==> config.mk <==
export PLATFORM = sky130hd
export DESIGN_NAME = mest_pro_fetch_flat
export DESIGN_NICKNAME = d
export VERILOG_FILES = /design/src/rtl/mest_pro_fetch_if.sv /design/src/rtl/mest_pro_fetch.sv /design/src/flat_wrapper.sv
export SDC_FILE = /design/constraint.sdc
export NUM_CORES = 1
export LEC_CHECK = 0
export CORE_MARGIN = 1.5
export CORE_UTILIZATION = 45
export DETAILED_ROUTE_END_ITERATION = 12
export DONT_BUFFER_PORTS = 1
export SETUP_SLACK_MARGIN = 0.15
export SYNTH_ARGS = -nofsm -noshare
export SYNTH_HDL_FRONTEND = slang
export SYNTH_SLANG_ARGS = --single-unit
==> constraint.sdc <==
create_clock -name clk -period 3.74 [get_ports clk]
set_input_delay 0.748 -clock clk [delete_from_list [all_inputs] [get_ports clk]]
set_output_delay 0.748 -clock clk [all_outputs]
set_load 0.01 [all_outputs]
==> src/rtl/mest_pro_fetch_if.sv <==
// Decode-side handshake bundle for the instruction fetch stage.
// Fetch (master) presents {o_instr, o_pc} with o_valid. Decode (slave) answers with i_ready.
// Valid/ready contract: a transfer happens on a rising edge where o_valid and i_ready are both 1.
// While o_valid is 1 and no transfer has happened, o_instr/o_pc hold stable.
// o_valid never depends on i_ready.
interface mest_pro_fetch_if #(
    parameter int AW        = 8,
    parameter int WORD_SIZE = 28
);
    logic                 o_valid;
    logic                 i_ready;
    logic [WORD_SIZE-1:0] o_instr;
    logic [AW-1:0]        o_pc;

    modport master (output o_valid, output o_instr, output o_pc, input i_ready);
    modport slave  (input o_valid, input o_instr, input o_pc, output i_ready);
endinterface

==> src/rtl/mest_pro_fetch.sv <==
// Instruction fetch stage in front of the program ROM (1-cycle registered read).
// Holds the PC and drives the ROM address. Catches each ROM word one cycle after its request.
// Buffers up to two {instr, pc} pairs and delivers them to decode at one per cycle.
// A redirect pulse flushes everything and restarts fetch at the target.
// Optional feature macro: MEST_PRO_FETCH_HALT_EN.
// With it, an instruction whose top nibble equals HALT_OPCODE stops fetch and raises o_halted.
module mest_pro_fetch #(
    parameter int DEPTH     = 256,
    parameter int WORD_SIZE = 28,
    parameter logic [$clog2(DEPTH)-1:0] RESET_PC = '0
`ifdef MEST_PRO_FETCH_HALT_EN
    ,
    parameter logic [3:0] HALT_OPCODE = 4'hF
`endif
) (
    input  logic                     clk,
    input  logic                     rst_n,
    output logic [$clog2(DEPTH)-1:0] rom_address,
    input  logic [WORD_SIZE-1:0]     rom_data,
    input  logic                     i_redirect,
    input  logic [$clog2(DEPTH)-1:0] i_redirect_pc,
    mest_pro_fetch_if.master         dec_if
`ifdef MEST_PRO_FETCH_HALT_EN
    ,
    output logic                     o_halted
`endif
);

    localparam int AW = $clog2(DEPTH);

    // Fetch pointer and the single outstanding ROM request
    logic [AW-1:0]        pc_q, pc_d;
    logic                 inflight_q, inflight_d;
    logic [AW-1:0]        inflight_pc_q, inflight_pc_d;

    // Two-entry FIFO kept as a head/tail register pair. Head feeds the outputs directly.
    logic [1:0]           count_q, count_d;
    logic [WORD_SIZE-1:0] head_instr_q, head_instr_d;
    logic [AW-1:0]        head_pc_q, head_pc_d;
    logic [WORD_SIZE-1:0] tail_instr_q, tail_instr_d;
    logic [AW-1:0]        tail_pc_q, tail_pc_d;

    logic                 pop;
    logic                 push;
    logic                 issue;
    logic [2:0]           occupancy;
    logic                 halt_block;

`ifdef MEST_PRO_FETCH_HALT_EN
    logic                 halt_q, halt_d;
    assign halt_block = halt_q;
    assign o_halted   = halt_q;
`else
    assign halt_block = 1'b0;
`endif

    assign rom_address    = pc_q;
    assign dec_if.o_valid = (count_q != 2'd0);
    assign dec_if.o_instr = head_instr_q;
    assign dec_if.o_pc    = head_pc_q;

    // Next-state: issue/push/pop decisions, FIFO shuffling, redirect overriding all of it
    always_comb begin
        pc_d          = pc_q;
        inflight_d    = 1'b0;
        inflight_pc_d = inflight_pc_q;
        count_d       = count_q;
        head_instr_d  = head_instr_q;
        head_pc_d     = head_pc_q;
        tail_instr_d  = tail_instr_q;
        tail_pc_d     = tail_pc_q;
`ifdef MEST_PRO_FETCH_HALT_EN
        halt_d        = halt_q;
`endif

        pop  = (count_q != 2'd0) & dec_if.i_ready;
        // Words already past a halt are dropped instead of buffered
        push = inflight_q & ~halt_block;

        // Slots that will be in use once this cycle's pop and pending push settle.
        // Issue only if a slot remains for the new request's data.
        occupancy = {1'b0, count_q} + {2'b00, inflight_q} - {2'b00, pop};
        issue     = (occupancy < 3'd2) & ~i_redirect & ~halt_block;

        if (issue) begin
            inflight_d    = 1'b1;
            inflight_pc_d = pc_q;
            pc_d          = pc_q + AW'(1);
        end

        case ({push, pop})
            2'b10: begin
                if (count_q == 2'd0) begin
                    head_instr_d = rom_data;
                    head_pc_d    = inflight_pc_q;
                end else begin
                    tail_instr_d = rom_data;
                    tail_pc_d    = inflight_pc_q;
                end
                count_d = count_q + 2'd1;
            end
            2'b01: begin
                head_instr_d = tail_instr_q;
                head_pc_d    = tail_pc_q;
                count_d      = count_q - 2'd1;
            end
            2'b11: begin
                if (count_q == 2'd1) begin
                    head_instr_d = rom_data;
                    head_pc_d    = inflight_pc_q;
                end else begin
                    head_instr_d = tail_instr_q;
                    head_pc_d    = tail_pc_q;
                    tail_instr_d = rom_data;
                    tail_pc_d    = inflight_pc_q;
                end
            end
            default: ;
        endcase

`ifdef MEST_PRO_FETCH_HALT_EN
        if (push && (rom_data[WORD_SIZE-1 -: 4] == HALT_OPCODE)) begin
            halt_d = 1'b1;
        end
`endif

        // Redirect flushes buffered and in-flight words; any pop this cycle is void
        if (i_redirect) begin
            count_d    = 2'd0;
            inflight_d = 1'b0;
            pc_d       = i_redirect_pc;
`ifdef MEST_PRO_FETCH_HALT_EN
            halt_d     = 1'b0;
`endif
        end
    end

    // State registers with synchronous active-low reset
    always_ff @(posedge clk) begin
        if (!rst_n) begin
            pc_q          <= RESET_PC;
            inflight_q    <= 1'b0;
            inflight_pc_q <= '0;
            count_q       <= 2'd0;
            head_instr_q  <= '0;
            head_pc_q     <= '0;
            tail_instr_q  <= '0;
            tail_pc_q     <= '0;
`ifdef MEST_PRO_FETCH_HALT_EN
            halt_q        <= 1'b0;
`endif
        end else begin
            pc_q          <= pc_d;
            inflight_q    <= inflight_d;
            inflight_pc_q <= inflight_pc_d;
            count_q       <= count_d;
            head_instr_q  <= head_instr_d;
            head_pc_q     <= head_pc_d;
            tail_instr_q  <= tail_instr_d;
            tail_pc_q     <= tail_pc_d;
`ifdef MEST_PRO_FETCH_HALT_EN
            halt_q        <= halt_d;
`endif
        end
    end

endmodule
==> src/flat_wrapper.sv <==
// flat-port wrapper written by rule: the top's interface ports become plain ports
module mest_pro_fetch_flat 
#(
    parameter int DEPTH     = 256,
    parameter int WORD_SIZE = 28,
    parameter logic [$clog2(DEPTH)-1:0] RESET_PC = '0

)
  (clk, rst_n, rom_address, rom_data, i_redirect, i_redirect_pc, dec_if_o_valid, dec_if_o_instr, dec_if_o_pc, dec_if_i_ready);
  mest_pro_fetch_if #(.WORD_SIZE(WORD_SIZE)) dec_if_i ();
  input  logic clk;
  input  logic rst_n;
  output logic [$clog2(DEPTH)-1:0] rom_address;
  input  logic [WORD_SIZE-1:0] rom_data;
  input  logic i_redirect;
  input  logic [$clog2(DEPTH)-1:0] i_redirect_pc;
  output wire logic [$bits(dec_if_i.o_valid)-1:0] dec_if_o_valid;
  output wire logic [$bits(dec_if_i.o_instr)-1:0] dec_if_o_instr;
  output wire logic [$bits(dec_if_i.o_pc)-1:0] dec_if_o_pc;
  input wire logic [$bits(dec_if_i.i_ready)-1:0] dec_if_i_ready;
  assign dec_if_o_valid = dec_if_i.o_valid;
  assign dec_if_o_instr = dec_if_i.o_instr;
  assign dec_if_o_pc = dec_if_i.o_pc;
  assign dec_if_i.i_ready = dec_if_i_ready;
  mest_pro_fetch #(.DEPTH(DEPTH), .WORD_SIZE(WORD_SIZE), .RESET_PC(RESET_PC)) u_core (.clk(clk), .rst_n(rst_n), .rom_address(rom_address), .rom_data(rom_data), .i_redirect(i_redirect), .i_redirect_pc(i_redirect_pc), .dec_if(dec_if_i));
endmodule
==> Word-level counts from Yosys, hierarchy flattened <==
Index checks and enable logic that the tools add are counted.
{ "word_totals": {"word_cells": 50, "ff_bits": 91, "input_bits": 40, "output_inout_bits": 45} }
{ "op_classes": {"reduce_logical": 9, "n_eq_ne": 7, "bitwise": 4, "mux": 16, "n_addsub": 5, "n_lt_le_gt_ge": 1} }
{ "op_table": {"columns": ["cell", "n"], "rows": [
  ["2-to-1 mux 28 bit", 4],
  ["one-hot mux 28 bit (3 select lines)", 1],
  ["one-hot mux 28 bit (2 select lines)", 1],
  ["2-to-1 mux 8 bit", 6],
  ["one-hot mux 8 bit (3 select lines)", 1],
  ["one-hot mux 8 bit (2 select lines)", 1],
  ["adder 8 x 1 -> 8 bit, second input constant", 1],
  ["nonzero test 2 bit", 4],
  ["equality test 2 x 1 -> 1 bit, second input constant", 2],
  ["equality test 2 bit, second input constant", 2],
  ["inequality test 2 bit, second input constant", 2],
  ["one-hot mux 2 bit (2 select lines)", 1],
  ["adder 2 x 1 -> 3 bit", 1],
  ["less-than comparator 3 x 2 -> 1 bit, second input constant", 1],
  ["AND reduction 3 bit", 1],
  ["nonzero test 3 bit", 1],
  ["subtractor 3 x 1 -> 3 bit", 1],
  ["adder 2 x 1 -> 2 bit, second input constant", 1],
  ["AND 1 bit", 2],
  ["zero test 2 bit", 1],
  ["inequality test 2 x 1 -> 1 bit, second input constant", 1],
  ["NOT 1 bit", 2],
  ["AND reduction 2 bit", 1],
  ["OR reduction 2 bit", 1],
  ["other kinds (2)", 2]
]} }

==> Depth between registers and ports, before layout <==
Gate-level depths: netlist (run 1).
{ "depth": {"ltp_word": 7, "mapped_depth": 11, "mapped_depth_nobuf": 10} }

==> Worst setup path after synthesis (run 1) <==
No wires, ideal clock.
{ "synth_path": {"kind": "input -> register", "from": "input dec_if_i_ready", "to": "register u_core.pc_q[1] (netlist: u_core.rom_address[1])", "path_slack_ns": 0.887, "t_required_ns": 3.609, "stages": 9, "arrival_ns": 2.722, "path_buffers": 1, "path_cell_list": "nor2b_1 -> ha_1 -> nand2b_1 -> fa_1 -> xor2_2 -> nand2b_1 -> buf_6 -> mux2i_1 -> a21oi_1"} }
{ "synth_between": {"elab_chain_cells": 5} }
{ "synth_rtl": {"columns": ["item", "line", "rtl"], "rows": [
  ["start, declared", "flat_wrapper.sv:20", "input wire logic [$bits(dec_if_i.i_ready)-1:0] dec_if_i_ready;"],
  ["AND 1 bit", "mest_pro_fetch.sv:76", "pop = (count_q != 2'd0) & dec_if.i_ready;"],
  ["subtractor 3 x 1 -> 3 bit", "mest_pro_fetch.sv:82", "occupancy = {1'b0, count_q} + {2'b00, inflight_q} - {2'b00, pop};"],
  ["less-than comparator 3 x 2 -> 1 bit", "mest_pro_fetch.sv:83", "issue = (occupancy < 3'd2) & ~i_redirect & ~halt_block;"],
  ["AND 1 bit", "mest_pro_fetch.sv:83", null],
  ["nonzero test 2 bit (no source line)", null, null],
  ["end signal, assigned", "mest_pro_fetch.sv:153", "pc_q <= pc_d;"],
  ["end, declared", "mest_pro_fetch.sv:32", "logic [AW-1:0] pc_q, pc_d;"]
]} }
No other way between the ends.
A chain may end at the register's enable or synchronous reset.

==> Final worst setup path (run 1) <==
{ "layout_path": {"from": "register u_core.count_q[1]", "to": "register u_core.pc_q[7] (netlist: u_core.rom_address[7])"} }
{ "layout_between": {"elab_chain_cells": 6, "word_cells_on_any_way": 7, "cone_classes": "add/sub (2); order compare (1); bitwise (2); reduce/logical (2)"} }
{ "layout_rtl": {"columns": ["item", "line", "rtl"], "rows": [
  ["start, declared", "mest_pro_fetch.sv:37", "logic [1:0] count_q, count_d;"],
  ["start signal, assigned", "mest_pro_fetch.sv:156", "count_q <= count_d;"],
  ["parallel branches: the longest is 2 deep, another holds adder 2 x 1 -> 3 bit", null, null],
  ["subtractor 3 x 1 -> 3 bit (*)", "mest_pro_fetch.sv:82", null],
  ["less-than comparator 3 x 2 -> 1 bit (*)", "mest_pro_fetch.sv:83", null],
  ["AND 1 bit (*)", "mest_pro_fetch.sv:83", null],
  ["nonzero test 2 bit (no source line) (*)", null, null]
]} }
Every way passes the cells marked *.

==> results of run 1 <==
==> critical path, cell delays in order (launching register included) <==
cell,delay [ps]
dfxtp_1,430
inv_1,110
ha_1,290
nor2b_1,400
ha_1,360
nand2b_1,170
fa_1,400
xor2_2,320
nand2b_1,430
nor2_1,110
a22o_1,230
==> how the worst min path moves through the flow <==
stage	start	endpoint	slack, ps	depth (start not counted)
after global routing	u_core.tail_pc_q[6]$_SDFFE_PN0P_	u_core.tail_pc_q[6]$_SDFFE_PN0P_	480	2
final	u_core.tail_pc_q[5]$_SDFFE_PN0P_	u_core.tail_pc_q[5]$_SDFFE_PN0P_	460	2
after global placement	u_core.tail_instr_q[26]$_SDFFE_PN0P_	u_core.tail_instr_q[26]$_SDFFE_PN0P_	440	2
after CTS	u_core.tail_pc_q[5]$_SDFFE_PN0P_	u_core.tail_pc_q[5]$_SDFFE_PN0P_	460	2
after detailed placement	u_core.tail_pc_q[5]$_SDFFE_PN0P_	u_core.tail_pc_q[5]$_SDFFE_PN0P_	440	2
after floorplan	u_core.tail_instr_q[13]$_SDFFE_PN0P_	u_core.tail_instr_q[13]$_SDFFE_PN0P_	430	2
==> stage by stage <==
step                      std cells  setup slack (ps)
after floorplan                 436             887.1
after global placement          512             524.3
after detailed placement        512             398.7
after CTS                       527             395.0
after global routing            527             152.4
final                           527             398.1
==> final cells by class <==
| class | instances | area, µm² | area share (%) |
|---|---|---|---|
| tap | 105 | 131.4 | 3.245 |
| clock buffer | 9 | 123.9 | 3.059 |
| multi-input combinational | 305 | 1831 | 45.21 |
| inverter | 8 | 30.03 | 0.7417 |
| sequential | 91 | 1822 | 44.99 |
| clock inverter | 6 | 88.84 | 2.194 |
| timing repair buffer | 3 | 22.52 | 0.5562 |
==> kinds of logic (layout without fill, tap and decap cells) <==
group | after synthesis | count (layout) | synth area share, %
mux | 2 | 2 | 0.6194
compound gates | 148 | 148 | 27.29
flops | 91 | 91 | 47.47
xor+xnor | 10 | 10 | 2.478
fa+ha+maj | 7 | 7 | 2.478
simple gates | 138 | 138 | 14.22
buf+inv | 40 | 26 | 5.445
==> registers in the layout, indices dropped and copies added, names as in the netlist <==
| name | count |
|---|---|
| u_core.dec_if.o_pc | 8 |
| u_core.tail_instr_q | 28 |
| u_core.rom_address | 8 |
| u_core.inflight_q | 1 |
| u_core.tail_pc_q | 8 |
| u_core.count_q | 2 |
| u_core.inflight_pc_q | 8 |
| u_core.dec_if.o_instr | 28 |
==> per-layer routing <==
metal | part of all wire [%] | wire, µm | vias to the layer above
met4 | 0.96 | 82 | 0
met5 | 0 | 0 | -
met1 | 48 | 4120 | 1384
met3 | 7.4 | 630 | 9
li1 | - | - | 1488
met2 | 43 | 3669 | 92
==> cells in the mapped netlist (all sizes together) <==
master  instances  area (µm²)
nand3           4       20.02
clkbuf         15       56.30
a221oi         36       346.6
xnor2           5       43.79
nand2b          2       12.51
nand4           1       6.260
a21oi           8       43.79
nor2b           1       6.260
nor4            1       6.260
o21a            1       7.510
mux2i           2       23.77
inv             8       30.03
buf            17       122.6
nand2          84       315.3
a22o            1       8.760
xor2            5       51.30
a22oi           1       12.51
o21ai          54       274.0
nor3            4       25.02
fa              1       20.02
ha              6       75.07
dfxtp          91        1822
a21o            2       16.27
a211oi          1       7.510
nor2           41       153.9
a21boi         44       330.3
==> power by group through the flow <==
stage          combinational, W  clock, W  sequential (W)
5_1_grt                0.000438  0.000780         0.00123
3_3_place_gp           0.000380         0         0.00123
4_1_cts                0.000387  0.000741         0.00121
6_report               0.000385  0.000717         0.00121
2_1_floorplan          0.000339         0         0.00121
3_5_place_dp           0.000385         0         0.00123
==> placed cells by master (no fill, tap or decap), types with 2 or more instances in the layout <==
cell        count
nand2_1        84
bufinv_16       2
a221oi_1       31
nor2_1         41
o21ai_0        53
xnor2_1         5
inv_1           8
buf_4           3
clkbuf_8        9
nand3_1         4
dfxtp_1        91
nand2b_1        2
xor2_1          4
a21oi_1         7
a221oi_2        5
a21boi_1       12
clkinvlp_4      2
a21boi_0       32
ha_1            6
nor3_1          3
==> impl_metrics.csv, run 1 <==
group,metric,value,unit
final_layout,final_area,4049,µm²
global_route,first_global_vias,2762,
place,hpwl,4.923,mm
clock_network,h-tree-depth,3,
power,swShare,30.99,%
routing,wl_per_cell,16.13,µm
global_route,antenna_found_initial,0,
setup_path,r2r-start,"u_core.count_q[1]$_SDFFE_PP0N_",
yosys,yosys_warnings,0,
power,max-vdd-ir-drop,0.0003319,V
clock_network,cts_buffers,9,
global_route,grt_start_max_net_pins,90,
final_layout,final_nets,465,
die,die_h,95.35,µm
global_route,use_met2,28.19,%
sta,tns,0,ps
global_route,busiest_layer,"met2",
clock_network,clk_pin_slew,80,ps
routing,vias_per_cell,5.641,
sta,hold_ws,457.9,ps
clock_network,clock_latency,350,ps
sta,slew-limit-headroom,23.98,%
sta,drv_slew,0,
setup_path,r2r_slack,400,ps
die,core,8258,µm²
final_layout,n_antenna_cell,0,
yosys,yosysSeqAreaShare,47.47,%
global_route,grt-ovfl-total,0,
sta,hold_viol_final,0,
clock_network,cts_buffer_depth,2,
power,switchingPower,0.0007166,W
clock_network,clock_sinks,91,
power,p_leak,1.461,nW
power,clock_power_share,31.0,%
clock_network,cts_resized,0,
yosys,synth.ff_latch_count,91,
sta,rsz0062_at_grt,"no",
yosys,postSynthAreaPerCell,8.801,µm²
power,power-per-cell-area,571.2,nW/µm²
setup_path,critPathKind,"flip-flop to flip-flop",
job,maxCapViolations,0,
routing,drtAntennaViolNets,0,
clock_network,cts_setup_buffers,0,
setup_path,endpoint_kind,"flip-flop",
die,io_pins,85,
global_route,grt_pass1_wl,13.48,mm
routing,dr.pass1.iters,4,
final_layout,area_growth,5.510,%
die,die-area,9091,µm²
power,pwr-share-seq,52.3,%
die,initial_utilization,46.47,%
final_layout,fill_cells,805,
yosys,synth_nets,483,
setup_path,cp.required,3980,ps
place,place_congestion,0.8662,
sta,period_share,89.35,%
sta,max_freq,299.2,MHz
setup_path,crit_start,"u_core.count_q[1]$_SDFFE_PP0N_",
die,fp-row-count,33,
routing,drc,0,
yosys,synthDistinctLibCells,36,
clock_network,cts_root_buf,"clkbuf_8",
routing,vias,2973,
routing,drt_iter0_markers,126,
setup_path,worst_ep_arrival_time,3580,ps
global_route,grt_usage,19.05,%
setup_path,endpoint,"u_core.rom_address[7]$_SDFFE_PN0P_",
final_layout,postLayoutCoreUtil,49.03,%
power,p_int,0.001596,W
sta,skew,11.49,ps
global_route,use_met1,26.21,%
power,p_total,0.002313,W
place,placed_area,3836,µm²
global_route,met3_usage,5.582,%
clock_network,cts_tree,"yes",
yosys,syn_inst,436,
setup_path,worstRegToRegCells,10,
sta,tightestPinTransition,1138,ps
sta,finalSetupViolCount,0,
setup_path,crit_fanout,11,
run_status,status,"completed",
setup_path,reg2reg_to,"u_core.rom_address[7]$_SDFFE_PN0P_",
min_path,min_path_type,"flip-flop to flip-flop",
die,die_w,95.35,µm
place,io_buffer_count,0,
power,comb_power_share,16.7,%
sta,finalCriticalPeriod,3342,ps
setup_path,start_kind,"flip-flop",
final_layout,layout-drive-gt1-share,7.109,%
routing,drt-total-wl,8.503,mm
clock_network,postCtsHoldBufs,0,
yosys,syn_area,3837,µm²
No activity file was read; power rests on OpenSTA's default activity.
==> run 2, diff against run 1 <==
--- a/config.mk
+++ b/config.mk
@@ -9,7 +9,7 @@
 export CORE_UTILIZATION = 45
 export DETAILED_ROUTE_END_ITERATION = 12
 export DONT_BUFFER_PORTS = 1
-export SETUP_SLACK_MARGIN = 0.15
+export SETUP_SLACK_MARGIN = 0.5
 export SYNTH_ARGS = -nofsm -noshare
 export SYNTH_HDL_FRONTEND = slang
 export SYNTH_SLANG_ARGS = --single-unit
==> run 2 against run 1 <==
  * Routed wire length rose by 0.22%
  * Maximum frequency increased by 11%
  * Clock-buffer cell count unchanged
  * Clock skew grew 1.5 ps
  * Non-clock buffer count did not move
  * First-iteration DRC count down 13%
  * Sequential power about the same
  * Cell area up 0.80%
  * Setup slack improved by 340 ps
  * Sequential share of layout area decreased by 0.36 points
  * Critical path type unchanged
  * Largest cell class unchanged
==> impl_metrics.csv, run 2 (same netlist as run 1, synthesis figures left out) <==
group,metric,value,unit
run_status,status,"completed",
final_layout,fill_cells,799,
sta,max_freq,332.9,MHz
place,hpwl,4.923,mm
final_layout,final_area,4081,µm²
global_route,grt-ovfl-total,0,
routing,wl_per_cell,16.17,µm
job,maxCapViolations,0,
final_layout,final_cell_mix,"dfxtp_1, nand2_1, o21ai_0, nor2_1, a21boi_0",
routing,drc,0,
routing,vias,2975,
setup_path,worst_ep_arrival_time,3240,ps
sta,finalCriticalPeriod,3003,ps
min_path,min_path_type,"flip-flop to flip-flop",
routing,drtAntennaViolNets,0,
die,die_h,95.35,µm
final_layout,area_growth,6.358,%
routing,vias_per_cell,5.645,
sta,period_share,80.31,%
die,die_w,95.35,µm
clock_network,postCtsHoldBufs,0,
die,core,8258,µm²
sta,hold_ws,458.0,ps
sta,slew-limit-headroom,23.55,%
sta,tightestPinTransition,1144,ps
clock_network,clk_pin_slew,90,ps
sta,tns,0,ps
clock_network,cts_root_buf,"clkbuf_8",
die,io_pins,85,
sta,rsz0062_at_grt,"no",
power,power-per-cell-area,569.5,nW/µm²
power,max-vdd-ir-drop,0.0003496,V
place,place_congestion,0.8662,
final_layout,layout-drive-gt1-share,7.583,%
routing,drt-total-wl,8.522,mm
sta,skew,13.02,ps
final_layout,regArea,1822,µm²
die,fp-row-count,33,
power,p_leak,1.472,nW
sta,finalSetupViolCount,0,
clock_network,cts_buffers,9,
final_layout,postLayoutCoreUtil,49.42,%
final_layout,multi_input_area,1863,µm²
global_route,first_global_vias,2762,
setup_path,start_kind,"flip-flop",
global_route,grt_pass1_wl,13.48,mm
global_route,grt_usage,19.05,%
place,io_buffer_count,0,
clock_network,cts_tree,"yes",
final_layout,n_antenna_cell,0,
setup_path,critPathKind,"flip-flop to flip-flop",
clock_network,cts_setup_buffers,0,
clock_network,h-tree-depth,3,
die,initial_utilization,46.47,%
final_layout,final_common_cell,"dfxtp_1",
place,placed_area,3836,µm²
routing,dr.pass1.iters,4,
setup_path,crit_fanout,5,
die,die-area,9091,µm²
setup_path,endpoint_kind,"flip-flop",
global_route,grt_start_max_net_pins,90,
routing,drt_iter0_markers,110,
sta,hold_viol_final,0,
setup_path,cp.required,3970,ps
clock_network,clock_sinks,91,
clock_network,clock_latency,350,ps
clock_network,cts_buffer_depth,2,
final_layout,final_nets,465,
global_route,antenna_found_initial,0,
sta,drv_slew,0,
==> run 2: cell types whose count changed in the layout (fill, tap and decap cells not counted) <==
cell,change
nand2b_1,-1
nand2b_4,+1
nor2b_1,-1
nor2b_4,+1
nor3_2,-1
nor3_4,+1
xor2_2,-1
xor2_4,+1
==> run 2: final timing paths <==
| check | depth (start not counted) | slack [ps] | endpoint | startpoint |
|---|---|---|---|---|
| worst max-delay path | 10 | 740 | u_core.rom_address[5]$_SDFFE_PN0P_ | u_core.count_q[1]$_SDFFE_PP0N_ |
| worst min-delay path | 2 | 460 | u_core.tail_pc_q[5]$_SDFFE_PN0P_ | u_core.tail_pc_q[5]$_SDFFE_PN0P_ |
| worst max register to register | 10 | 740 | u_core.rom_address[5]$_SDFFE_PN0P_ | u_core.count_q[1]$_SDFFE_PP0N_ |
| worst min register to register | 2 | 460 | u_core.tail_pc_q[5]$_SDFFE_PN0P_ | u_core.tail_pc_q[5]$_SDFFE_PN0P_ |
==> run 2: final cells by class <==
type                            instances  area share, %
Tap cell                              105          3.219
Inverter                                8         0.7357
Timing Repair Buffer                    3         0.5518
Sequential cell                        91          44.64
Clock inverter                          6          2.177
Clock buffer                            9          3.035
Multi-Input combinational cell        305          45.65
==> run 2: worst max-delay path, stage by stage (launching register included) <==
cell and delay, ps:
dfxtp_1 480, inv_1 130, ha_1 310, nor2b_4 220, ha_1 300, nand2b_1 170
fa_1 570, inv_1 140, nor4_1 340, xnor2_1 160, a21oi_1 80
==> run 2: what timing repair did <==
action | CTS | global route
gates cloned | 0 | 0
pin swaps | 0 | 1
endpoints found under the setup margin | 7 | 13
gates resized for setup | 1 | 5
==> run 2: layer usage <==
layer / up-vias / routed length (µm) / track usage, %
met5: - / 0 / 0
met4: 0 / 82 / 6.716
met3: 9 / 593 / 5.582
met2: 92 / 3745 / 28.19
met1: 1386 / 4100 / 26.21
li1: 1488 / - / -
==> run 2: metrics by stage <==
stage,cells,setup slack (ps),total power (W)
3_3_place_gp,512,524.3,0.001613
2_1_floorplan,436,887.1,0.001547
3_5_place_dp,512,398.7,0.001619
5_1_grt,527,501.8,0.002462
6_report,527,736.5,0.002324
4_1_cts,527,525.9,0.002342
==> run 2: power by group <==
part           internal [W]  leakage (nW)  switching (W)  total, W
registers           0.00109         0.745       0.000123   0.00121
logic              0.000142         0.625       0.000257  0.000398
clock network      0.000374         0.102       0.000341  0.000715
total               0.00160          1.47       0.000720   0.00232
